## src/rtl/decode_fetch_queue.sv

```systemverilog
// Fetch-to-decode decoupling queue: a DEPTH-entry circular buffer feeding one
// registered decode slot, with same-cycle bypass, flush and pre-decoded register fields.
module decode_fetch_queue #(
    parameter int PC_WIDTH    = 32,
    parameter int INSTR_WIDTH = 32,
    parameter int PRED_WIDTH  = 1,
    parameter int DEPTH       = 4
) (
    input  logic                         clk,
    input  logic                         rst,
    input  logic                         flush,
    input  logic                         in_valid,
    output logic                         in_ready,
    input  logic [PC_WIDTH-1:0]          in_pc,
    input  logic [INSTR_WIDTH-1:0]       in_instr,
    input  logic [PRED_WIDTH-1:0]        in_pred,
    output logic                         out_valid,
    input  logic                         out_ready,
    output logic [PC_WIDTH-1:0]          out_pc,
    output logic [INSTR_WIDTH-1:0]       out_instr,
    output logic [PRED_WIDTH-1:0]        out_pred,
    output logic [4:0]                   out_rs1_addr,
    output logic [4:0]                   out_rs2_addr,
    output logic [4:0]                   out_rd_addr,
    output logic [$clog2(DEPTH+2)-1:0]   count
);

    localparam int PTR_W  = (DEPTH > 1) ? $clog2(DEPTH) : 1;
    localparam int QCNT_W = $clog2(DEPTH + 1);
    localparam int CNT_W  = $clog2(DEPTH + 2);
    localparam logic [QCNT_W-1:0] DEPTH_Q  = QCNT_W'(DEPTH);
    localparam logic [PTR_W-1:0]  LAST_PTR = PTR_W'(DEPTH - 1);

    logic [PC_WIDTH-1:0]    pc_mem_q    [DEPTH];
    logic [INSTR_WIDTH-1:0] instr_mem_q [DEPTH];
    logic [PRED_WIDTH-1:0]  pred_mem_q  [DEPTH];

    logic [PTR_W-1:0]       head_q, head_d;
    logic [PTR_W-1:0]       tail_q, tail_d;
    logic [QCNT_W-1:0]      qcount_q, qcount_d;
    logic                   out_valid_q, out_valid_d;
    logic [PC_WIDTH-1:0]    out_pc_q, out_pc_d;
    logic [INSTR_WIDTH-1:0] out_instr_q, out_instr_d;
    logic [PRED_WIDTH-1:0]  out_pred_q, out_pred_d;
    logic [CNT_W-1:0]       count_q, count_d;

    logic in_fire, out_fire, slot_load, q_empty, deq, bypass, enq;

    function automatic logic [PTR_W-1:0] ptr_next(input logic [PTR_W-1:0] p);
        return (p == LAST_PTR) ? '0 : p + PTR_W'(1);
    endfunction

    // Ready looks only at registered occupancy and flush, never at the decode side.
    assign in_ready  = (qcount_q < DEPTH_Q) & ~flush;
    assign in_fire   = in_valid & in_ready;
    assign out_fire  = out_valid_q & out_ready;
    assign slot_load = ~out_valid_q | out_fire;
    assign q_empty   = (qcount_q == '0);
    assign deq       = slot_load & ~q_empty;
    assign bypass    = slot_load & q_empty & in_fire;
    assign enq       = in_fire & ~bypass;

    always_comb begin
        head_d      = head_q;
        tail_d      = tail_q;
        qcount_d    = qcount_q;
        out_valid_d = out_valid_q;
        out_pc_d    = out_pc_q;
        out_instr_d = out_instr_q;
        out_pred_d  = out_pred_q;
        if (flush) begin
            head_d      = '0;
            tail_d      = '0;
            qcount_d    = '0;
            out_valid_d = 1'b0;
            out_pc_d    = '0;
            out_instr_d = '0;
            out_pred_d  = '0;
        end else begin
            if (slot_load) begin
                if (!q_empty) begin
                    out_valid_d = 1'b1;
                    out_pc_d    = pc_mem_q[head_q];
                    out_instr_d = instr_mem_q[head_q];
                    out_pred_d  = pred_mem_q[head_q];
                end else if (in_fire) begin
                    out_valid_d = 1'b1;
                    out_pc_d    = in_pc;
                    out_instr_d = in_instr;
                    out_pred_d  = in_pred;
                end else begin
                    out_valid_d = 1'b0;
                    out_pc_d    = '0;
                    out_instr_d = '0;
                    out_pred_d  = '0;
                end
            end
            if (enq) tail_d = ptr_next(tail_q);
            if (deq) head_d = ptr_next(head_q);
            case ({enq, deq})
                2'b10:   qcount_d = qcount_q + QCNT_W'(1);
                2'b01:   qcount_d = qcount_q - QCNT_W'(1);
                default: qcount_d = qcount_q;
            endcase
        end
        count_d = CNT_W'(qcount_d) + CNT_W'(out_valid_d);
    end

    always_ff @(posedge clk or posedge rst) begin
        if (rst) begin
            head_q      <= '0;
            tail_q      <= '0;
            qcount_q    <= '0;
            out_valid_q <= 1'b0;
            out_pc_q    <= '0;
            out_instr_q <= '0;
            out_pred_q  <= '0;
            count_q     <= '0;
        end else begin
            head_q      <= head_d;
            tail_q      <= tail_d;
            qcount_q    <= qcount_d;
            out_valid_q <= out_valid_d;
            out_pc_q    <= out_pc_d;
            out_instr_q <= out_instr_d;
            out_pred_q  <= out_pred_d;
            count_q     <= count_d;
        end
    end

    // Storage needs no reset: occupancy and pointers alone decide what is live.
    always_ff @(posedge clk) begin
        if (enq) begin
            pc_mem_q[tail_q]    <= in_pc;
            instr_mem_q[tail_q] <= in_instr;
            pred_mem_q[tail_q]  <= in_pred;
        end
    end

    assign out_valid    = out_valid_q;
    assign out_pc       = out_pc_q;
    assign out_instr    = out_instr_q;
    assign out_pred     = out_pred_q;
    assign out_rs1_addr = out_instr_q[19:15];
    assign out_rs2_addr = out_instr_q[24:20];
    assign out_rd_addr  = out_instr_q[11:7];
    assign count        = count_q;

endmodule

```

## config.mk

```make
export PLATFORM = sky130hd
export DESIGN_NAME = decode_fetch_queue
export DESIGN_NICKNAME = d
export VERILOG_FILES = /design/src/rtl/decode_fetch_queue.sv
export SDC_FILE = /design/constraint.sdc
export NUM_CORES = 1
export LEC_CHECK = 0
export ABC_AREA = 1
export BUFFER_PORTS_ARGS = -buffer_cell sky130_fd_sc_hd__buf_4
export CORE_ASPECT_RATIO = 0.7
export CORE_MARGIN = 1.5
export CORE_UTILIZATION = 63
export CTS_CLUSTER_DIAMETER = 80
export DETAILED_ROUTE_END_ITERATION = 12
export PLACE_DENSITY = 0.85
export SLEW_MARGIN = 20
export SYNTH_ARGS = -nofsm -noshare
export SYNTH_HDL_FRONTEND = slang
export SYNTH_SLANG_ARGS = --single-unit
```

## constraint.sdc

```tcl
create_clock -name clk -period 6.3 [get_ports clk]
set_clock_uncertainty 0.1 [all_clocks]
set_input_delay 0.63 -clock clk [delete_from_list [all_inputs] [get_ports clk]]
set_output_delay 0.63 -clock clk [all_outputs]
set_load 0.02 [all_outputs]
```

==> results of run 1 <==
[layer usage]
layer | wire [µm] | vias to the layer above | track usage
met5 | 0 | - | 0
met3 | 3114 | 68 | 0.04432
met2 | 15730 | 587 | 0.4776
met4 | 823 | 0 | 0.1000
li1 | - | 4664 | -
met1 | 13380 | 4866 | 0.4044
[state kept, by name (all words and copies together) (netlist names), 3 cells and up]
| register | flops |
|---|---|
| count | 3 |
| instr_mem_q | 128 |
| out_instr | 32 |
| out_pc | 32 |
| pc_mem_q | 128 |
| pred_mem_q | 4 |
| qcount_q | 3 |
[kinds of logic (layout without fill, tap and decap cells)]
logic type / after synthesis / after routing / synth area share
simple gates: 880 / 880 / 0.2551
compound gates: 6 / 6 / 0.002140
fa+ha+maj: 9 / 9 / 0.008562
buf+inv: 114 / 246 / 0.04218
flops: 336 / 336 / 0.6921
[critical path: stages (launching register included)]
cell                      delay (ns)
sky130_fd_sc_hd__dfrtp_1        0.44
sky130_fd_sc_hd__nor3_4         0.19
sky130_fd_sc_hd__buf_4          0.64
sky130_fd_sc_hd__nand2_1        0.26
sky130_fd_sc_hd__nand2_1        0.45
sky130_fd_sc_hd__ha_1           0.29
sky130_fd_sc_hd__fa_1           0.45
sky130_fd_sc_hd__o21ai_0        0.19
sky130_fd_sc_hd__nor2_1         0.11
sky130_fd_sc_hd__ha_1           0.23
sky130_fd_sc_hd__inv_1          0.06
sky130_fd_sc_hd__nand4_1        0.09
sky130_fd_sc_hd__nand2_1        0.09
[through the flow]
| step | power [mW] | setup slack, ns |
|---|---|---|
| after floorplan | 4.593 | 1.627 |
| after global placement | 5.294 | 2.788 |
| after detailed placement | 5.391 | 2.607 |
| after CTS | 7.178 | 2.600 |
| after global routing | 7.537 | 2.321 |
| final | 7.167 | 2.624 |
[Yosys cell counts, drive strengths merged]
cell type / n / area (µm²)
nand2: 662 / 2485
nor2: 12 / 47.55
a21oi: 1 / 5.000
edfxtp: 260 / 7807
inv: 20 / 75.07
buf: 81 / 467.9
ha: 8 / 100.1
o21ai: 5 / 25.02
dfrtp: 76 / 1902
nand3: 202 / 1011
nor3: 1 / 16.27
fa: 1 / 20.02
nand4: 3 / 18.77
clkbuf: 13 / 48.80
[power by group through the flow]
stage / sequential, mW / combinational (mW) / clock (mW)
floorplan: 3.18 / 1.42 / 0
global placement: 2.93 / 2.36 / 0
detailed placement: 2.94 / 2.45 / 0
CTS: 2.91 / 2.49 / 1.78
global route: 2.94 / 2.73 / 1.86
finish: 2.91 / 2.49 / 1.76
[worst min path at each step]
stage / slack (ns) / depth (start not counted) / end / from
3_3_place_gp: 0.36 / 2 / out_pc[9]$_DFFE_PP0P_ / out_pc[9]$_DFFE_PP0P_
2_1_floorplan: 0.42 / 2 / tail_q[1]$_DFFE_PP0P_ / tail_q[1]$_DFFE_PP0P_
5_1_grt: 0.17 / 1 / instr_mem_q[3][5]$_DFFE_PP_ / in_instr[5]
6_report: 0.17 / 3 / out_instr[20]$_DFFE_PP0P_ / rst
3_5_place_dp: 0.37 / 2 / out_pc[24]$_DFFE_PP0P_ / out_pc[24]$_DFFE_PP0P_
4_1_cts: 0.17 / 1 / instr_mem_q[3][16]$_DFFE_PP_ / in_instr[16]
[layout make-up]
type                       count  area (µm²)
sequential                   336        9714
multi-input combinational    895        3774
tap                          282       352.8
clock inverter                12       62.56
clock buffer                  45       888.4
timing repair buffer         169        1289
inverter                      20       78.83
fill                        1428        5630
==> impl_results.md, run 1 <==
- Crit path launch type: flip-flop
- Final Max Slew Viols: 0
- Synth Area per Inst: 10.43 µm²
- Final design area excluding fillers: 16160 µm²
- Number of hold buffers added after CTS: 0
- Crit-path max FO: 69
- Warnings, synthesis: 0
- Via count of the first global-routing pass: 10.20k
- CP Data Required Time: 6.69 ns
- Count of mapped cells out of synthesis: 1345
- Total wire length: 33.05 mm
- Starting density of the core: 0.6439
- Area inside the core boundary: 21790 µm²
- Post-DR vias/cell: 5.790
- CTS tree: built
- Count of cells along the worst register-to-register path: 12
- Count of distinct cell types in the synthesized netlist: 19
- CP Data Arrival Time: 4.06 ns
- DIE AREA: 23190 µm²
- Post-CTS repair timing setup buffer count: 0
- Result of the run: complete, no violations
- Final period demand of the worst path: 3.676 ns
- CTS max path bufs: 3
- Worst setup path end: count[2]$_DFF_PP0_
- Seq/Total Area, Yosys: 0.6921
- Portion of total power attributed to sequential cells: 0.406
- Starting DRC count in detailed routing: 1293
- Flop2flop setup slack: 2.62 ns
- Share of the core filled with cells in the final layout: 0.7416
- Number of placed instances with taps included: 1702
- Number of sinks handled by clock tree synthesis: 336
- Later-pin clock latency in the skew report: 0.55 ns
- Endpoints failing setup: 0
- Worst setup path startpoint: qcount_q[2]$_DFF_PP0_
- Die height: 127.9 µm
- Maximum clock frequency: 272.0 MHz
- Antenna-violating nets left: 0
- RSZ-0062 raised after global routing: false
- Classification of the worst-slack hold path: in2async
- Area Growth Syn to Fin: 15.18%
- Transition time of the tightest slew-check pin: 1.109 ns
- I/O pin count: 155
- Internal power contribution: 4.513 mW
- Count of cells resized by post-cts repair: 0
- Port Buffer Count: 154
- Commonest cells after routing, fill and taps aside: sky130_fd_sc_hd__nand2_1, sky130_fd_sc_hd__edfxtp_1, sky130_fd_sc_hd__nand3_1
- Diodes inserted: 0
- Static Leakage: 6.963 nW
- Overall die width: 181.4 µm
- Setup_tns: 0 ns
- Most common cell after layout, fill and taps aside: sky130_fd_sc_hd__nand2_1
- Net Sw Power: 2.654 mW
- Count of non-filler cells in the finished layout: 1759
- Switching Fraction: 0.3702
- Share of layout cells above drive strength 1: 0.1557
- Hold violation count in the final report: 0
- Number of nets produced by synthesis: 1424
- FF-to-FF End: count[2]$_DFF_PP0_
- Maximum vdd ir drop: 0.3650 mV
- Vias after detailed routing: 10.19k
- Worst hold margin: 0.1735 ns
- Startpoint of the most critical register-to-register path: qcount_q[2]$_DFF_PP0_
- PD cells: 443.5 nW/µm²
- Clock share of power: 0.246
- First-pass GRT wire length: 52.47 mm
- Max-cap check violation count: 0
- Cell area after technology mapping: 14030 µm²
- CTS Buf Count: 31
- DR WL/cell: 18.79 µm
- Clock input transition at the sequential cells of the worst setup and hold paths: 0.06 ns
- Type of the setup path with the least slack: reg2reg
- Total congestion overflow: 0
- Final nets: 1532
- Cell chosen for the clock root: sky130_fd_sc_hd__clkbuf_16
- Number of remaining DRC errors: 0
- Final weighted congestion in routability-driven placement: 0.7966
- HPWL reported at the end of detailed placement: 18.38 mm
- Synthesis-stage register bit count: 336
- Slew Limit Headroom: 0.2588
- Type of element capturing the critical path: flip-flop
- Number of antenna violations at the first check in global routing: 0
- Comb power frac: 0.348
- Tot GR Track Use: 0.2907
- Number of H-tree branching levels: 1
- First-pass iteration count of the detailed router: 6
- Largest net degree at the start of global routing: 109
- Post-DP Area: 15200 µm²
- Final worst path period share: 0.5835
- Cell Rows: 45
Power figures use the tool's default switching activity.
==> inputs of run 2 (changes only) <==
- CORE_UTILIZATION: 63 -> 58
- PLACE_DENSITY: 0.85 -> 0.79
- clock period: 6.3 -> 3.5 ns (I/O delays scaled with it)
==> impl_results.md, run 2 (synthesized netlist as in run 1, its figures left out) <==
- Result of the run: complete, no violations
- CTS max path bufs: 3
- Classification of the worst-slack hold path: in2reg
- Total congestion overflow: 0
- Tot GR Track Use: 0.2633
- Die height: 133.1 µm
- FF-to-FF End: count[2]$_DFF_PP0_
- Sink of the worst hold path: out_valid$_DFF_PP0_
- Overall die width: 188.9 µm
- Worst Setup Slack, final: 0.6305 ns
- Cell with the biggest individual delay on the critical path: sky130_fd_sc_hd__fa_1
- Cell-by-cell listing of the critical path: inv_1, nor2_1, inv_1, nand2_1, nand2_1, ha_1, fa_1, o21ai_0, nor2_1, ha_1, inv_1, nand4_1, nand2_1
- Top Registers: instr_mem_q: 128 flops, pc_mem_q: 128 flops
- Number of sinks handled by clock tree synthesis: 336
- Slew Limit Headroom: 0.3368
- Final weighted congestion in routability-driven placement: 0.7589
- Flop2flop setup slack: 0.63 ns
- Clock input transition at the sequential cells of the worst setup and hold paths: 0.06 ns
- Share of layout cells above drive strength 1: 0.1513
- Hold path startpoint: flush
- Crit path launch type: flip-flop
- Antenna-violating nets left: 0
- Final worst path period share: 0.8199
- Port Buffer Count: 154
- Cell chosen for the clock root: sky130_fd_sc_hd__clkbuf_16
- First-pass iteration count of the detailed router: 5
- Setup_tns: 0 ns
- CTS tree: built
- Area Growth Syn to Fin: 21.07%
- Most common cell after layout, fill and taps aside: sky130_fd_sc_hd__nand2_1
- Commonest cells after routing, fill and taps aside: sky130_fd_sc_hd__nand2_1, sky130_fd_sc_hd__edfxtp_1, sky130_fd_sc_hd__nand3_1
- Type of element capturing the critical path: flip-flop
- DIE AREA: 25150 µm²
- First-pass GRT wire length: 52.21 mm
- Final nets: 1608
- Starting density of the core: 0.5920
- Final design area excluding fillers: 16990 µm²
- HPWL reported at the end of detailed placement: 18.21 mm
- Hold violation count in the final report: 0
- Endpoints failing setup: 0
- Count of cells along the worst register-to-register path: 13
- Number of cells on the worst hold path: 4
- Post-CTS repair timing setup buffer count: 0
- Type of the setup path with the least slack: reg2reg
- Final Max Slew Viols: 0
- Startpoint of the most critical register-to-register path: out_valid$_DFF_PP0_
- Number of fill cells: 1558
- Static Leakage: 7.296 nW
- Later-pin clock latency in the skew report: 0.55 ns
- RSZ-0062 raised after global routing: false
- Transition time of the tightest slew-check pin: 0.9936 ns
- CP Data Arrival Time: 3.27 ns
- PnR Total Power: 13.03 mW
- PD cells: 767.2 nW/µm²
- Cell Rows: 47
- Number of remaining DRC errors: 0
- Global routing's busiest layer: met2
- Fraction of met1 tracks used by global routing: 0.3742
- Area inside the core boundary: 23700 µm²
- Post-placement setup slack: 0.5886 ns
- Max-cap check violation count: 0
- Crit-path max FO: 4
- Total wire length: 32.82 mm
- Final period demand of the worst path: 2.870 ns
- Delay of the slowest cell on the worst path: 0.45 ns
- Maximum vdd ir drop: 0.5382 mV
- Number of antenna violations at the first check in global routing: 1
- Number of H-tree branching levels: 1
- Vias after detailed routing: 10.28k
- Met3 capacity usage during global routing: 0.04505
- Met2 demand-to-capacity share in global routing: 0.4287
- CTS Buf Count: 31
- DR WL/cell: 17.53 µm
- Post-DR vias/cell: 5.493
- Starting DRC count in detailed routing: 906
- Post-DP Area: 15350 µm²
- Via count of the first global-routing pass: 10.14k
- Maximum clock frequency: 348.5 MHz
- CP Data Required Time: 3.90 ns
- I/O pin count: 155
- Largest net degree at the start of global routing: 75
- Worst hold margin: 0.1059 ns
==> run 2: cell types whose count changed in the layout (fill, tap and decap cells not counted), sizes merged <==
cell / change
dlygate4sd3: +67
clkinv: -2
inv: +1
bufinv: +1
diode: +1
buf: +9
==> run 2: cell type report <==
class                   instances  area [µm²]  share of cell area
diodes                          1       2.502           0.0001473
flip-flops and latches        336        9714              0.5719
well taps                     318       397.9             0.02342
inverters                      20       78.83            0.004641
clock inverters                12       83.83            0.004935
multi-input cells             895        3774              0.2222
clock buffers                  45       878.3             0.05171
repair buffers                245        2057              0.1211
==> run 2: worst max-delay path, delay by kind of cell (launching register included) <==
kind / cells / cell delay (ns)
AO/OA/AOI/OAI: 1 / 0.25
adder cells (fa/ha/maj): 3 / 0.94
buffers and inverters: 3 / 0.25
flip-flops: 1 / 0.35
AND/OR/NAND/NOR: 6 / 0.93
==> run 2: worst max path at each step <==
stage,startpoint,endpoint,cells after the start
after global placement,out_ready,count[2]$_DFF_PP0_,13
after global routing,out_valid$_DFF_PP0_,count[2]$_DFF_PP0_,13
after floorplan,qcount_q[2]$_DFF_PP0_,instr_mem_q[0][0]$_DFFE_PP_,6
final,out_valid$_DFF_PP0_,count[2]$_DFF_PP0_,13
after CTS,out_valid$_DFF_PP0_,count[2]$_DFF_PP0_,13
after detailed placement,out_ready,count[2]$_DFF_PP0_,13
==> run 2: stage by stage <==
stage,util,cells
final,0.7168,1872
after global routing,0.7166,1871
after CTS,0.7166,1871
after detailed placement,0.6477,1747
after global placement,0.6477,1747
after floorplan,-,1345
==> run 2: power breakdown <==
part / leakage [nW] / internal (mW) / total [mW] / switching (mW)
Sequential: 3.35 / 4.89 / 5.21 / 0.318
Clock: 0.469 / 1.80 / 3.21 / 1.41
Combinational: 3.48 / 1.57 / 4.61 / 3.04
Total: 7.30 / 8.27 / 13.0 / 4.76
==> run 2: layer usage <==
metal  vias to the layer above  part of all wire
met5                         -                 0
met4                         0             0.016
met3                        47             0.090
met2                       496              0.48
met1                      4925              0.42
li1                       4814                 -
==> run 2: what timing repair did <==
action                                 4_1_cts  5_1_grt
endpoints found under the hold margin      308        0
hold buffers                                67        0
resized for setup                            0        0
